## src/rtl/service_window_client_if.sv

```systemverilog
// Service-window client bus: host write port, window request/status, served-word output
// and status pulses. Clock and reset stay outside the interface.
//   slave  : view used by service_window_client (receives wdata/wvalid/start/swstat).
//   master : view used by the host / environment driving the client.
interface service_window_client_if;
  logic [7:0] wdata;
  logic       wvalid;
  logic       wready;
  logic       start;
  logic       init;
  logic [7:0] swlen;
  logic       swstat;
  logic [7:0] txdata;
  logic       txvalid;
  logic       busy;
  logic       done;
  logic       timeout_err;
  logic       short_err;

  modport slave (
    input  wdata, wvalid, start, swstat,
    output wready, init, swlen, txdata, txvalid, busy, done, timeout_err, short_err
  );

  modport master (
    output wdata, wvalid, start, swstat,
    input  wready, init, swlen, txdata, txvalid, busy, done, timeout_err, short_err
  );
endinterface

```

## src/rtl/service_window_client.sv

```systemverilog
// Initiator-side service-window controller.
// Queues 8-bit words in a FIFO; on start requests a window with a one-cycle active-low
// init and swlen = queued count, then drains that many words one per cycle while swstat
// is high. Reports done, timeout_err (window never opened) and short_err (window closed
// early; unsent words stay queued in order).
// Ports:
//   clk  : system clock, rising edge
//   rst  : synchronous active-high reset
//   bus  : service_window_client_if.slave (wdata/wvalid/wready host port, start, init,
//          swlen, swstat, txdata/txvalid, busy, done, timeout_err, short_err)
// All bus outputs are registered except wready, which decodes the FIFO count directly.
module service_window_client #(
  parameter int unsigned DEPTH   = 8,
  parameter int unsigned TIMEOUT = 16
) (
  input logic                    clk,
  input logic                    rst,
  service_window_client_if.slave bus
);

  localparam int unsigned PW = $clog2(DEPTH);
  localparam int unsigned CW = PW + 1;
  localparam int unsigned TW = $clog2(TIMEOUT);

  typedef enum logic [2:0] {StIdle, StArm, StWaitOpen, StServe, StClose} state_e;

  // FIFO storage and bookkeeping
  logic [7:0]    mem [DEPTH];
  logic [PW-1:0] wptr_q, rptr_q;
  logic [CW-1:0] count_q;
  logic          push, pop;

  // FSM state and registered outputs
  state_e        state_q, state_d;
  logic [7:0]    swlen_q, swlen_d;
  logic [CW-1:0] rem_q, rem_d;
  logic [TW-1:0] timer_q, timer_d;
  logic          init_q, init_d;
  logic [7:0]    txdata_q, txdata_d;
  logic          txvalid_q, txvalid_d;
  logic          busy_q, busy_d;
  logic          done_q, done_d;
  logic          tout_q, tout_d;
  logic          short_q, short_d;

  assign bus.wready = (count_q < CW'(DEPTH));
  assign push       = bus.wvalid && bus.wready;

  always_ff @(posedge clk) begin
    if (push) begin
      mem[wptr_q] <= bus.wdata;
    end
  end

  always_ff @(posedge clk) begin
    if (rst) begin
      wptr_q  <= '0;
      rptr_q  <= '0;
      count_q <= '0;
    end else begin
      if (push) wptr_q <= wptr_q + PW'(1);
      if (pop)  rptr_q <= rptr_q + PW'(1);
      case ({push, pop})
        2'b10:   count_q <= count_q + CW'(1);
        2'b01:   count_q <= count_q - CW'(1);
        default: count_q <= count_q;
      endcase
    end
  end

  always_comb begin
    state_d   = state_q;
    swlen_d   = swlen_q;
    rem_d     = rem_q;
    timer_d   = timer_q;
    init_d    = 1'b1;
    txdata_d  = txdata_q;
    txvalid_d = 1'b0;
    done_d    = 1'b0;
    tout_d    = 1'b0;
    short_d   = 1'b0;
    pop       = 1'b0;

    case (state_q)
      StIdle: begin
        // Only words already queued at start belong to this window.
        if (bus.start && (count_q != '0)) begin
          state_d = StArm;
          swlen_d = 8'(count_q);
          rem_d   = count_q;
          init_d  = 1'b0;
        end
      end
      StArm: begin
        state_d = StWaitOpen;
        timer_d = '0;
      end
      StWaitOpen: begin
        if (bus.swstat) begin
          pop       = 1'b1;
          txdata_d  = mem[rptr_q];
          txvalid_d = 1'b1;
          rem_d     = rem_q - CW'(1);
          state_d   = StServe;
        end else if (timer_q == TW'(TIMEOUT - 1)) begin
          tout_d  = 1'b1;
          state_d = StIdle;
        end else begin
          timer_d = timer_q + TW'(1);
        end
      end
      StServe: begin
        if (rem_q == '0) begin
          done_d  = 1'b1;
          state_d = StClose;
        end else if (bus.swstat) begin
          pop       = 1'b1;
          txdata_d  = mem[rptr_q];
          txvalid_d = 1'b1;
          rem_d     = rem_q - CW'(1);
        end else begin
          short_d = 1'b1;
          state_d = StIdle;
        end
      end
      StClose: begin
        if (!bus.swstat) state_d = StIdle;
      end
      default: state_d = StIdle;
    endcase

    busy_d = (state_d != StIdle);
  end

  always_ff @(posedge clk) begin
    if (rst) begin
      state_q   <= StIdle;
      swlen_q   <= '0;
      rem_q     <= '0;
      timer_q   <= '0;
      init_q    <= 1'b1;
      txdata_q  <= '0;
      txvalid_q <= 1'b0;
      busy_q    <= 1'b0;
      done_q    <= 1'b0;
      tout_q    <= 1'b0;
      short_q   <= 1'b0;
    end else begin
      state_q   <= state_d;
      swlen_q   <= swlen_d;
      rem_q     <= rem_d;
      timer_q   <= timer_d;
      init_q    <= init_d;
      txdata_q  <= txdata_d;
      txvalid_q <= txvalid_d;
      busy_q    <= busy_d;
      done_q    <= done_d;
      tout_q    <= tout_d;
      short_q   <= short_d;
    end
  end

  assign bus.init        = init_q;
  assign bus.swlen       = swlen_q;
  assign bus.txdata      = txdata_q;
  assign bus.txvalid     = txvalid_q;
  assign bus.busy        = busy_q;
  assign bus.done        = done_q;
  assign bus.timeout_err = tout_q;
  assign bus.short_err   = short_q;

endmodule

```

## src/flat_wrapper.sv

```systemverilog
// flat-port wrapper written by rule: the top's interface ports become plain ports
module service_window_client_flat 
#(
  parameter int unsigned DEPTH   = 8,
  parameter int unsigned TIMEOUT = 16
)
  (clk, rst, bus_wdata, bus_wvalid, bus_start, bus_swstat, bus_wready, bus_init, bus_swlen, bus_txdata, bus_txvalid, bus_busy, bus_done, bus_timeout_err, bus_short_err);
  service_window_client_if bus_i ();
  input logic clk;
  input logic rst;
  input wire logic [$bits(bus_i.wdata)-1:0] bus_wdata;
  input wire logic [$bits(bus_i.wvalid)-1:0] bus_wvalid;
  input wire logic [$bits(bus_i.start)-1:0] bus_start;
  input wire logic [$bits(bus_i.swstat)-1:0] bus_swstat;
  output wire logic [$bits(bus_i.wready)-1:0] bus_wready;
  output wire logic [$bits(bus_i.init)-1:0] bus_init;
  output wire logic [$bits(bus_i.swlen)-1:0] bus_swlen;
  output wire logic [$bits(bus_i.txdata)-1:0] bus_txdata;
  output wire logic [$bits(bus_i.txvalid)-1:0] bus_txvalid;
  output wire logic [$bits(bus_i.busy)-1:0] bus_busy;
  output wire logic [$bits(bus_i.done)-1:0] bus_done;
  output wire logic [$bits(bus_i.timeout_err)-1:0] bus_timeout_err;
  output wire logic [$bits(bus_i.short_err)-1:0] bus_short_err;
  assign bus_i.wdata = bus_wdata;
  assign bus_i.wvalid = bus_wvalid;
  assign bus_i.start = bus_start;
  assign bus_i.swstat = bus_swstat;
  assign bus_wready = bus_i.wready;
  assign bus_init = bus_i.init;
  assign bus_swlen = bus_i.swlen;
  assign bus_txdata = bus_i.txdata;
  assign bus_txvalid = bus_i.txvalid;
  assign bus_busy = bus_i.busy;
  assign bus_done = bus_i.done;
  assign bus_timeout_err = bus_i.timeout_err;
  assign bus_short_err = bus_i.short_err;
  service_window_client #(.DEPTH(DEPTH), .TIMEOUT(TIMEOUT)) u_core (.clk(clk), .rst(rst), .bus(bus_i));
endmodule
```

## config.mk

```make
export PLATFORM = sky130hd
export DESIGN_NAME = service_window_client_flat
export DESIGN_NICKNAME = d
export VERILOG_FILES = /design/src/rtl/service_window_client_if.sv /design/src/rtl/service_window_client.sv /design/src/flat_wrapper.sv
export SDC_FILE = /design/constraint.sdc
export NUM_CORES = 1
export LEC_CHECK = 0
export CAP_MARGIN = 10
export CORE_UTILIZATION = 33
export CTS_CLUSTER_DIAMETER = 30
export CTS_CLUSTER_SIZE = 30
export DETAILED_ROUTE_END_ITERATION = 10
export PLACE_DENSITY_LB_ADDON = 0.1
export SKIP_LAST_GASP = 1
export SLEW_MARGIN = 30
export SYNTH_ARGS = -nofsm -noshare
export SYNTH_HDL_FRONTEND = slang
export SYNTH_SLANG_ARGS = --single-unit
```

## constraint.sdc

```tcl
create_clock -name clk -period 2.8 [get_ports clk]
set_clock_uncertainty 0.1 [all_clocks]
set_input_delay 0.7 -clock clk [delete_from_list [all_inputs] [get_ports clk]]
set_output_delay 0.7 -clock clk [all_outputs]
set_load 0.005 [all_outputs]
```

==> summary.txt <==
Place
  • DP HPWL: about 5800 um
  • GP Congestion: about 0.74
  • Inst Count DP: 523
  • Cell Area, Placed: 0.00491 mm2
  • IO Port Bufs: 31

Clock tree
  • Clk sink count: between 100 and 150
  • Hold-fix buffers, CTS: 0
  • Setup Buffers After CTS: 0
  • CTS clock-pin slew for the worst setup and hold paths: 70 ps
  • Max Root-Sink Buffers: 2
  • Resized cells post-CTS: 0
  • Skew-Pair Late Insertion Delay: 350 ps
  • Root buffer cell: clkbuf_16
  • TritonCTS Buffers: 9
  • TritonCTS clock tree: yes
  • # H-tree levels: 3

Synthesis
  • Post-synthesis sequential area ratio: 0.644
  • Async SR Flop Fraction: 0
  • Most instantiated cells after synthesis: edfxtp_1, dfxtp_1, nor2_1
  • Ys flop type: edfxtp_1
  • Post-synth EDFFs: 64
  • Mapped Area: 0.00429 mm2
  • Synth area leader: edfxtp_1
  • Avg Inst Size Synth: 13.7 um2
  • Area contributors post-synth: edfxtp_1, dfxtp_1, mux4_2
  • Gate Count Post-Synth: between 300 and 400
  • Cell with the most instances after synthesis: edfxtp_1
  • Yosys cell types: 50
  • Synth warn: 0
  • #FFs+latches synth: 106
  • Yosys top cell area share: 0.448

Job
  • Max_cap viols: 0

Route
  • Number of remaining DRC errors: 0
  • Post-route ant nets: 0
  • Routed vias/inst: approximately 4.8
  • Initial drt markers: between 150 and 200
  • Routed len/inst: about 16 um
  • Via count: roughly 2600
  • Pre-antenna DRT Iters: 4
  • Total Wirelength: 8810 um

Setup path
  • Crit. End Element: flip-flop
  • CP arrival: 2720 ps
  • Cell family with most CP delay: simple AND/OR/NAND/NOR gates
  • WP buf/inv: 2
  • Critical Path RT: 2970 ps
  • Critical Setup Path Class: input port to flip-flop
  • CP peak stage delay: 430 ps
  • Crit path cell chain: clkdlybuf4s50_1, and3b_1, nand2_1, inv_1, ha_1, xor2_1, ha_1, a21oi_1, xor2_1, or3_1, a21oi_1
  • Worst Setup Start Kind: input port
  • Worst-path fanout max: 2
  • Critical-path top delay cell: clkdlybuf4s50_1

GRT
  • Total gr overflow: 0
  • GRT Total Usage: 0.146
  • First-pass GRT wire length: ~14000 um
  • Initial antenna violation count: 0
  • Largest net degree at the start of global routing: 22
  • Vias in the first global route: 2559

Timing
  • # setup viols final: 0
  • TNS Setup: 0 ps
  • Slew HR: 0.650
  • RSZ-0062 raised after global routing: false
  • Min Tclk post-route: 2550 ps
  • Fmax: slightly below 0.4 GHz
  • Worst Tran Pin Value: 524 ps
  • Final Hold Fails: 0
  • Hold_ws: between 300 and 400 ps
  • Final clock period utilization by the worst path: 0.912
  • Pins Over Slew Limit: 0

Power and ir drop
  • Power Dens Cells: between 700 and 800 mW/mm2
  • Worst vdd ir: 0.335 mV
  • P_leak: between 1.5 and 2 nW
  • Overall Power: 0.00376 W

Final layout
  • NumNets Final: 382
  • Fin cells: 539
  • Layout cells sized above 1: 0.180
  • Final Cell Area: about 0.0052 mm2
  • Filler instances: 1213
  • Area grow syn2layout: 20.9%
  • Antenna cells: 0

Die
  • Die height: between 100 and 150 um
  • Site row count: 41
  • Die area: around 0.013 mm2
  • Initial core utilization: 0.339
  • Die Width: roughly 120 um
  • Ports: 36
  • Core area: 0.0127 mm2

Status
  • Run status: finished clean

Hold path
  • Hold Path Class: flip-flop to flip-flop
where the power goes:
group / leakage, nW / internal [W] / switching (W)
registers: 0.922 / 0.00175 / 0.0000800
logic: 0.686 / 0.000355 / 0.000374
clock network: 0.135 / 0.000617 / 0.000580
total: 1.74 / 0.00273 / 0.00103
cell usage in the layout (no fill, tap or decap), types with 7 or more instances in the layout:
cell,Yosys,routed
nor3_1,13,13
a21oi_1,12,12
o22ai_1,8,8
clkbuf_16,0,9
mux4_2,16,16
ha_1,7,7
clkdlybuf4s50_1,0,31
buf_4,5,25
nand2_1,17,17
dfxtp_1,42,42
nor2_1,32,32
edfxtp_1,64,64
o21ai_0,8,8
worst min-delay path: cells and delay by family, from the launching register on:
kind / cells / cell delay (ps)
DFF: 1 / 330
and+or+nand+nor: 1 / 60
AOI/OAI and AO/OA: 1 / 50
metal layers:
| layer | part of all wire | wire [um] | global-route usage | up-vias |
|---|---|---|---|---|
| met1 | 0.44 | 3840 | 0.172 | 1257 |
| met3 | 0.035 | 311 | 0.0465 | 4 |
| met4 | 0.0089 | 78 | 0.0410 | 0 |
| met5 | 0 | 0 | 0 | - |
| met2 | 0.52 | 4580 | 0.254 | 43 |
| li1 | - | - | - | 1266 |
registers in the layout, summed over array words and instances (netlist names), 3 cells and up, named ones only:
register and cells:
u_core.state_q 3, u_core.bus.txdata 8, u_core.rem_q 4, u_core.timer_q 4, u_core.mem 64, u_core.bus.swlen 4
u_core.rptr_q 3, u_core.wptr_q 3, u_core.count_q 4
cells by family (layout without fill, tap and decap cells):
family	count (synthesis)	count (layout)	synth area share
compound gates	48	48	0.0790
xor+xnor	7	7	0.0143
buf+inv	27	78	0.0297
flops	106	106	0.644
fa+ha+maj	7	7	0.0204
mux	21	21	0.0959
simple gates	96	96	0.116
other cells	1	4	0.000874
final timing paths:
kind	to	slack, ps	cells after the start	startpoint
setup / recovery	u_core.count_q[2]	250	11	bus_swstat
hold reg to reg	u_core.rem_q[1]	380	2	u_core.rem_q[1]
setup reg to reg	u_core.count_q[2]	440	12	u_core.rem_q[0]
hold / removal	u_core.rem_q[1]	380	2	u_core.rem_q[1]
final cells by class:
cell class | instances | area (um2) | share of cell area
well taps | 172 | 215 | 0.0415
clock buffers | 10 | 229 | 0.0441
clock inverters | 6 | 50.0 | 0.00964
multi-input cells | 183 | 1410 | 0.272
inverters | 6 | 22.5 | 0.00434
flip-flops and latches | 106 | 2760 | 0.532
repair buffers | 56 | 498 | 0.0959
metrics by stage:
step / util / setup slack, ps
2_1_floorplan: - / 92.0
3_3_place_gp: 0.388 / -88.5
3_5_place_dp: 0.388 / -105
4_1_cts: 0.410 / 255
5_1_grt: 0.410 / 123
6_report: 0.410 / 247
No activity file was read; power rests on OpenSTA's default activity.
